[src/rtl/twin_reg_arbiter_if.sv]
// Client/consumer bundle for the twin register arbiter.
//   master : producers and consumer (drive req/d/q_ack, observe gnt/q)
//   slave  : the arbiter (observes req/d/q_ack, drives gnt/q)
interface twin_reg_arbiter_if #(
    parameter int unsigned DW = 8
);
    logic          req0;
    logic [DW-1:0] d1_0;
    logic [DW-1:0] d2_0;
    logic          req1;
    logic [DW-1:0] d1_1;
    logic [DW-1:0] d2_1;
    logic          q_ack;
    logic          gnt0;
    logic          gnt1;
    logic [DW-1:0] q1;
    logic [DW-1:0] q2;
    logic          q_valid;
    logic          q_owner;

    modport master (
        output req0, d1_0, d2_0, req1, d1_1, d2_1, q_ack,
        input  gnt0, gnt1, q1, q2, q_valid, q_owner
    );

    modport slave (
        input  req0, d1_0, d2_0, req1, d1_1, d2_1, q_ack,
        output gnt0, gnt1, q1, q2, q_valid, q_owner
    );
endinterface

[src/rtl/twin_reg_arbiter.sv]
// Round-robin arbiter sharing one twin register pair (q1/q2) between two
// clients. The winner's d1/d2 is captured atomically and held valid until
// the consumer acknowledges it.
// Ports:
//   clk  - system clock, rising edge
//   rst  - asynchronous active-high reset
//   bus  - slave side of twin_reg_arbiter_if (requests, data, grants,
//          held pair, valid, owner, consumer ack)
module twin_reg_arbiter #(
    parameter int unsigned DW = 8
) (
    input  logic               clk,
    input  logic               rst,
    twin_reg_arbiter_if.slave  bus
);

    typedef enum logic {IDLE = 1'b0, HOLD = 1'b1} state_t;

    state_t        state;
    state_t        state_nxt;

    logic [DW-1:0] q1_r;
    logic [DW-1:0] q2_r;
    logic          q_valid_r;
    logic          q_owner_r;
    logic          gnt0_r;
    logic          gnt1_r;
    logic          last_owner;

    logic [DW-1:0] q1_nxt;
    logic [DW-1:0] q2_nxt;
    logic          q_valid_nxt;
    logic          q_owner_nxt;
    logic          gnt0_nxt;
    logic          gnt1_nxt;
    logic          last_owner_nxt;

    logic          any_req_c;
    logic          winner_c;

    // Sole requester wins; on contention the client that did not go last wins.
    assign any_req_c = bus.req0 | bus.req1;
    assign winner_c  = bus.req1 & (~bus.req0 | ~last_owner);

    // State and registered outputs.
    always_ff @(posedge clk or posedge rst) begin
        if (rst) begin
            state      <= IDLE;
            q1_r       <= '0;
            q2_r       <= '0;
            q_valid_r  <= 1'b0;
            q_owner_r  <= 1'b0;
            gnt0_r     <= 1'b0;
            gnt1_r     <= 1'b0;
            last_owner <= 1'b1;
        end else begin
            state      <= state_nxt;
            q1_r       <= q1_nxt;
            q2_r       <= q2_nxt;
            q_valid_r  <= q_valid_nxt;
            q_owner_r  <= q_owner_nxt;
            gnt0_r     <= gnt0_nxt;
            gnt1_r     <= gnt1_nxt;
            last_owner <= last_owner_nxt;
        end
    end

    // Next-state logic.
    always_comb begin
        state_nxt = state;
        case (state)
            IDLE:    if (any_req_c) state_nxt = HOLD;
            HOLD:    if (bus.q_ack) state_nxt = IDLE;
            default: state_nxt = IDLE;
        endcase
    end

    // Next values of the registered outputs; grants default low so each is one cycle wide.
    always_comb begin
        q1_nxt         = q1_r;
        q2_nxt         = q2_r;
        q_valid_nxt    = q_valid_r;
        q_owner_nxt    = q_owner_r;
        gnt0_nxt       = 1'b0;
        gnt1_nxt       = 1'b0;
        last_owner_nxt = last_owner;
        case (state)
            IDLE: begin
                if (any_req_c) begin
                    q1_nxt      = winner_c ? bus.d1_1 : bus.d1_0;
                    q2_nxt      = winner_c ? bus.d2_1 : bus.d2_0;
                    q_owner_nxt = winner_c;
                    q_valid_nxt = 1'b1;
                    gnt0_nxt    = ~winner_c;
                    gnt1_nxt    = winner_c;
                end
            end
            HOLD: begin
                // Pair data is kept after release; only valid drops.
                if (bus.q_ack) begin
                    q_valid_nxt    = 1'b0;
                    last_owner_nxt = q_owner_r;
                end
            end
            default: begin
                q_valid_nxt = 1'b0;
            end
        endcase
    end

    assign bus.q1      = q1_r;
    assign bus.q2      = q2_r;
    assign bus.q_valid = q_valid_r;
    assign bus.q_owner = q_owner_r;
    assign bus.gnt0    = gnt0_r;
    assign bus.gnt1    = gnt1_r;

endmodule

[src/flat_wrapper.sv]
// flat-port wrapper written by rule: the top's interface ports become plain ports
module twin_reg_arbiter_flat 
#(
    parameter int unsigned DW = 8
)
  (clk, rst, bus_req0, bus_d1_0, bus_d2_0, bus_req1, bus_d1_1, bus_d2_1, bus_q_ack, bus_gnt0, bus_gnt1, bus_q1, bus_q2, bus_q_valid, bus_q_owner);
  twin_reg_arbiter_if #(.DW(DW)) bus_i ();
  input  logic clk;
  input  logic rst;
  input wire logic [$bits(bus_i.req0)-1:0] bus_req0;
  input wire logic [$bits(bus_i.d1_0)-1:0] bus_d1_0;
  input wire logic [$bits(bus_i.d2_0)-1:0] bus_d2_0;
  input wire logic [$bits(bus_i.req1)-1:0] bus_req1;
  input wire logic [$bits(bus_i.d1_1)-1:0] bus_d1_1;
  input wire logic [$bits(bus_i.d2_1)-1:0] bus_d2_1;
  input wire logic [$bits(bus_i.q_ack)-1:0] bus_q_ack;
  output wire logic [$bits(bus_i.gnt0)-1:0] bus_gnt0;
  output wire logic [$bits(bus_i.gnt1)-1:0] bus_gnt1;
  output wire logic [$bits(bus_i.q1)-1:0] bus_q1;
  output wire logic [$bits(bus_i.q2)-1:0] bus_q2;
  output wire logic [$bits(bus_i.q_valid)-1:0] bus_q_valid;
  output wire logic [$bits(bus_i.q_owner)-1:0] bus_q_owner;
  assign bus_i.req0 = bus_req0;
  assign bus_i.d1_0 = bus_d1_0;
  assign bus_i.d2_0 = bus_d2_0;
  assign bus_i.req1 = bus_req1;
  assign bus_i.d1_1 = bus_d1_1;
  assign bus_i.d2_1 = bus_d2_1;
  assign bus_i.q_ack = bus_q_ack;
  assign bus_gnt0 = bus_i.gnt0;
  assign bus_gnt1 = bus_i.gnt1;
  assign bus_q1 = bus_i.q1;
  assign bus_q2 = bus_i.q2;
  assign bus_q_valid = bus_i.q_valid;
  assign bus_q_owner = bus_i.q_owner;
  twin_reg_arbiter #(.DW(DW)) u_core (.clk(clk), .rst(rst), .bus(bus_i));
endmodule
[config.mk]
export PLATFORM = sky130hd
export DESIGN_NAME = twin_reg_arbiter_flat
export DESIGN_NICKNAME = d
export VERILOG_FILES = /design/src/rtl/twin_reg_arbiter_if.sv /design/src/rtl/twin_reg_arbiter.sv /design/src/flat_wrapper.sv
export SDC_FILE = /design/constraint.sdc
export NUM_CORES = 1
export LEC_CHECK = 0
export ABC_AREA = 0
export CAP_MARGIN = 20
export CORE_MARGIN = 5
export CORE_UTILIZATION = 41
export CTS_BUF_LIST = sky130_fd_sc_hd__clkbuf_8
export CTS_CLUSTER_DIAMETER = 40
export DETAILED_ROUTE_END_ITERATION = 16
export PLACE_DENSITY = 0.86
export SLEW_MARGIN = 20
export SYNTH_ARGS = -nofsm -noshare
export SYNTH_HDL_FRONTEND = slang
export SYNTH_SLANG_ARGS = --single-unit
export TNS_END_PERCENT = 50
[constraint.sdc]
create_clock -name clk -period 1.8 [get_ports clk]
set_input_delay 0.36 -clock clk [delete_from_list [all_inputs] [get_ports clk]]
set_output_delay 0.36 -clock clk [all_outputs]
set_load 0.02 [all_outputs]
==> impl_metrics.json <==
{
  "status": "completed",
  "io_buffers": 56,
  "gr-total-overflow": 0,
  "row_count": 17,
  "clkTransAtPathRegs_ns": 0.08,
  "slew_headroom_pct": 74.3,
  "grt_max_degree": 19,
  "core_sq_um": 2250,
  "root_buffer": "clkbuf_8",
  "die_x_um": 58.8,
  "grt_pass1_wl_um": 4570,
  "cp.arrival_ns": 1.26,
  "antenna_left": 0,
  "synth_top_family_by_area": "simple AND/OR/NAND/NOR gates",
  "finalMaxSlewViolations": 0,
  "fill_cells": 168,
  "synth_cell_types": 19,
  "synth_fp_nets": 138,
  "critPathKind": "reg -> out",
  "cts_hold_buf": 0,
  "synth_mux_area_share_pct": 0,
  "dieHeight_um": 58.8,
  "synthAdderAreaFrac_pct": 0,
  "cp-start-kind": "flop",
  "nets": 198,
  "timing.final.crit_period_ns": 1.62,
  "synth_xor_area_share_pct": 0,
  "firstDrtPassIters": 4,
  "start_util_pct": 43.3,
  "cp_slowest_cell": "clkdlybuf4s50_1",
  "dpl-instance-area_sq_um": 1570,
  "critPathMaxStageDelay_ns": 0.63,
  "vias_per_cell": 4.99,
  "synth-simple-area-share_pct": 20.7,
  "required_ns": 1.44,
  "crit_fanout": 2,
  "synth_area_sq_um": 977,
  "netlist_instances": 101,
  "syn_avg_cell_area_sq_um": 9.68,
  "vias": 938,
  "routabilityCongestion": 0.808,
  "cts_setup_buffers": 0,
  "finalNonFillerCells": 188,
  "synth_top_area_share_pct": 53.8,
  "drv_cap": 0,
  "cp_cell_sequence": "clkdlybuf4s50_1",
  "setup_viol": 0,
  "grt.total_usage_pct": 17.8,
  "wl_um": 2950,
  "fmax_mhz": 618,
  "powerDensity_nw_per_um2": 1040,
  "drc": 0,
  "die_area_sq_um": 3460,
  "fin_crit_sh_pct": 89.9,
  "cts.sinks": 22,
  "yosysSeqAreaShare_pct": 56.5,
  "ys_warn_count": 0,
  "dp_cells": 184,
  "antenna_found_initial": 0,
  "whs_ns": 0.380,
  "peakVddDrop_uv": 588,
  "worstMarginPinSlew_ns": 0.386,
  "drive_gt1_share_pct": 8.75,
  "pin_count": 57,
  "hold_violations": 0,
  "fin_area_sq_um": 1620,
  "grt_pass1_vias": 1016,
  "hold_path.class": "in -> async",
  "yosysTopAreaCell": "dfrtp_1",
  "ctsLongestPathBuffers": 2,
  "clock_latency_ns": 0.26,
  "cp-end-kind": "output pin",
  "area_delta_synth_final_pct": 66.1,
  "num_antenna_cells": 0,
  "setup_tns_ns": 0,
  "wire_per_inst_um": 15.7,
  "cts_tree": "done",
  "synth-seq-cells": 22,
  "p_leak_nw": 0.684,
  "dpl.hpwl_um": 2220,
  "cts_buffers": 3,
  "cts-htree-levels": 1,
  "rsz0062_at_grt": "false",
  "drtIter0Drc": 42,
  "worst-path-buf-inv": 1,
  "synth_compound_area_share_pct": 18.4,
  "critPathTopFamily": "buffers and inverters",
  "fin_skew_ns": 0.00599,
  "cts_resized": 0,
  "synthTopCellsByArea": "dfrtp_1 54%, nand2_1 12%, a31oi_1 9.0%, nor2_1 5.4%, buf_4 3.1%"
}
[routing by layer]
layer	wire (um)	GRT usage, %	vias up
li1	-	-	461
met1	1150	18.6	439
met2	1590	33.3	30
met3	130	2.19	8
met4	82	11.0	0
met5	0	0	-
[layout make-up]
| type | instances | area [sq um] | area share [%] |
|---|---|---|---|
| Clock buffer | 4 | 55.1 | 3.39 |
| Inverter | 2 | 7.51 | 0.463 |
| Multi-Input combinational cell | 72 | 383 | 23.6 |
| Sequential cell | 22 | 552 | 34.0 |
| Tap cell | 28 | 35.0 | 2.16 |
| Timing Repair Buffer | 60 | 591 | 36.4 |
[synth_stat cells (all sizes together)]
cell / number
o22ai: 1
nor2b: 3
o21ai: 1
a21bo: 1
nor3b: 1
nor2: 15
inv: 2
dfstp: 1
o21a: 1
a221o: 2
dfrtp: 21
o21ba: 1
buf: 5
o31a: 1
nand2: 30
a21boi: 1
a31oi: 14
[cells by family after synthesis]
group	after synthesis
and+or+nand+nor	49
AOI/OAI and AO/OA	23
DFF	22
buffers and inverters	7
[per-stage QoR]
stage | util (%) | setup WS (ns) | power (mW)
floorplan | - | 0.581 | 1.01
global placement | 69.5 | 0.140 | 1.33
detailed placement | 69.5 | 0.0725 | 1.35
CTS | 72.0 | 0.167 | 1.70
global route | 72.0 | 0.134 | 1.78
finish | 72.0 | 0.182 | 1.69
[cells in the final DEF, fill, tap and decap left out, drive strengths merged]
cell | synthesis | routed
nor2 | 15 | 15
o21ai | 1 | 1
dfrtp | 21 | 21
a21boi | 1 | 1
o31a | 1 | 1
clkdlybuf4s50 | 0 | 56
o22ai | 1 | 1
inv | 2 | 2
a21bo | 1 | 1
o21ba | 1 | 1
dfstp | 1 | 1
nand2 | 30 | 30
o21a | 1 | 1
nor2b | 3 | 3
buf | 5 | 4
nor3b | 1 | 1
a221o | 2 | 2
a31oi | 14 | 14
clkbuf | 0 | 4
[flip-flops by register name (all words and copies together) (netlist names)]
| signal | flops |
|---|---|
| u_core.bus.q1 | 8 |
| u_core.bus.q2 | 8 |
| u_core.bus.gnt0 | 1 |
| u_core.bus.gnt1 | 1 |
| u_core.bus.q_owner | 1 |
| u_core.bus.q_valid | 1 |
| u_core.last_owner | 1 |
| u_core.state | 1 |
[final timing paths]
kind	startpoint	end	slack, ns	cells after the start
worst max-delay path	u_core.bus.q2[3]$_DFFE_PP0P_	bus_q2[3]	0.18	1
worst min-delay path	rst	u_core.bus.q1[6]$_DFFE_PP0P_	0.38	2
worst max register to register	u_core.last_owner$_DFFE_PP1P_	u_core.bus.q2[0]$_DFFE_PP0P_	0.46	4
worst min register to register	u_core.bus.q_valid$_DFFE_PP0P_	u_core.bus.q_valid$_DFFE_PP0P_	0.50	1
max in group asynchronous	rst	u_core.bus.q2[3]$_DFFE_PP0P_	0.91	3
min in group clk	u_core.bus.q_valid$_DFFE_PP0P_	u_core.bus.q_valid$_DFFE_PP0P_	0.50	1
[power by group]
group          internal (mW)  switching, mW
combinational          0.339          0.319
clock                  0.195          0.155
sequential             0.610         0.0707
total                   1.14          0.544
(Power assumes the default switching activity.)
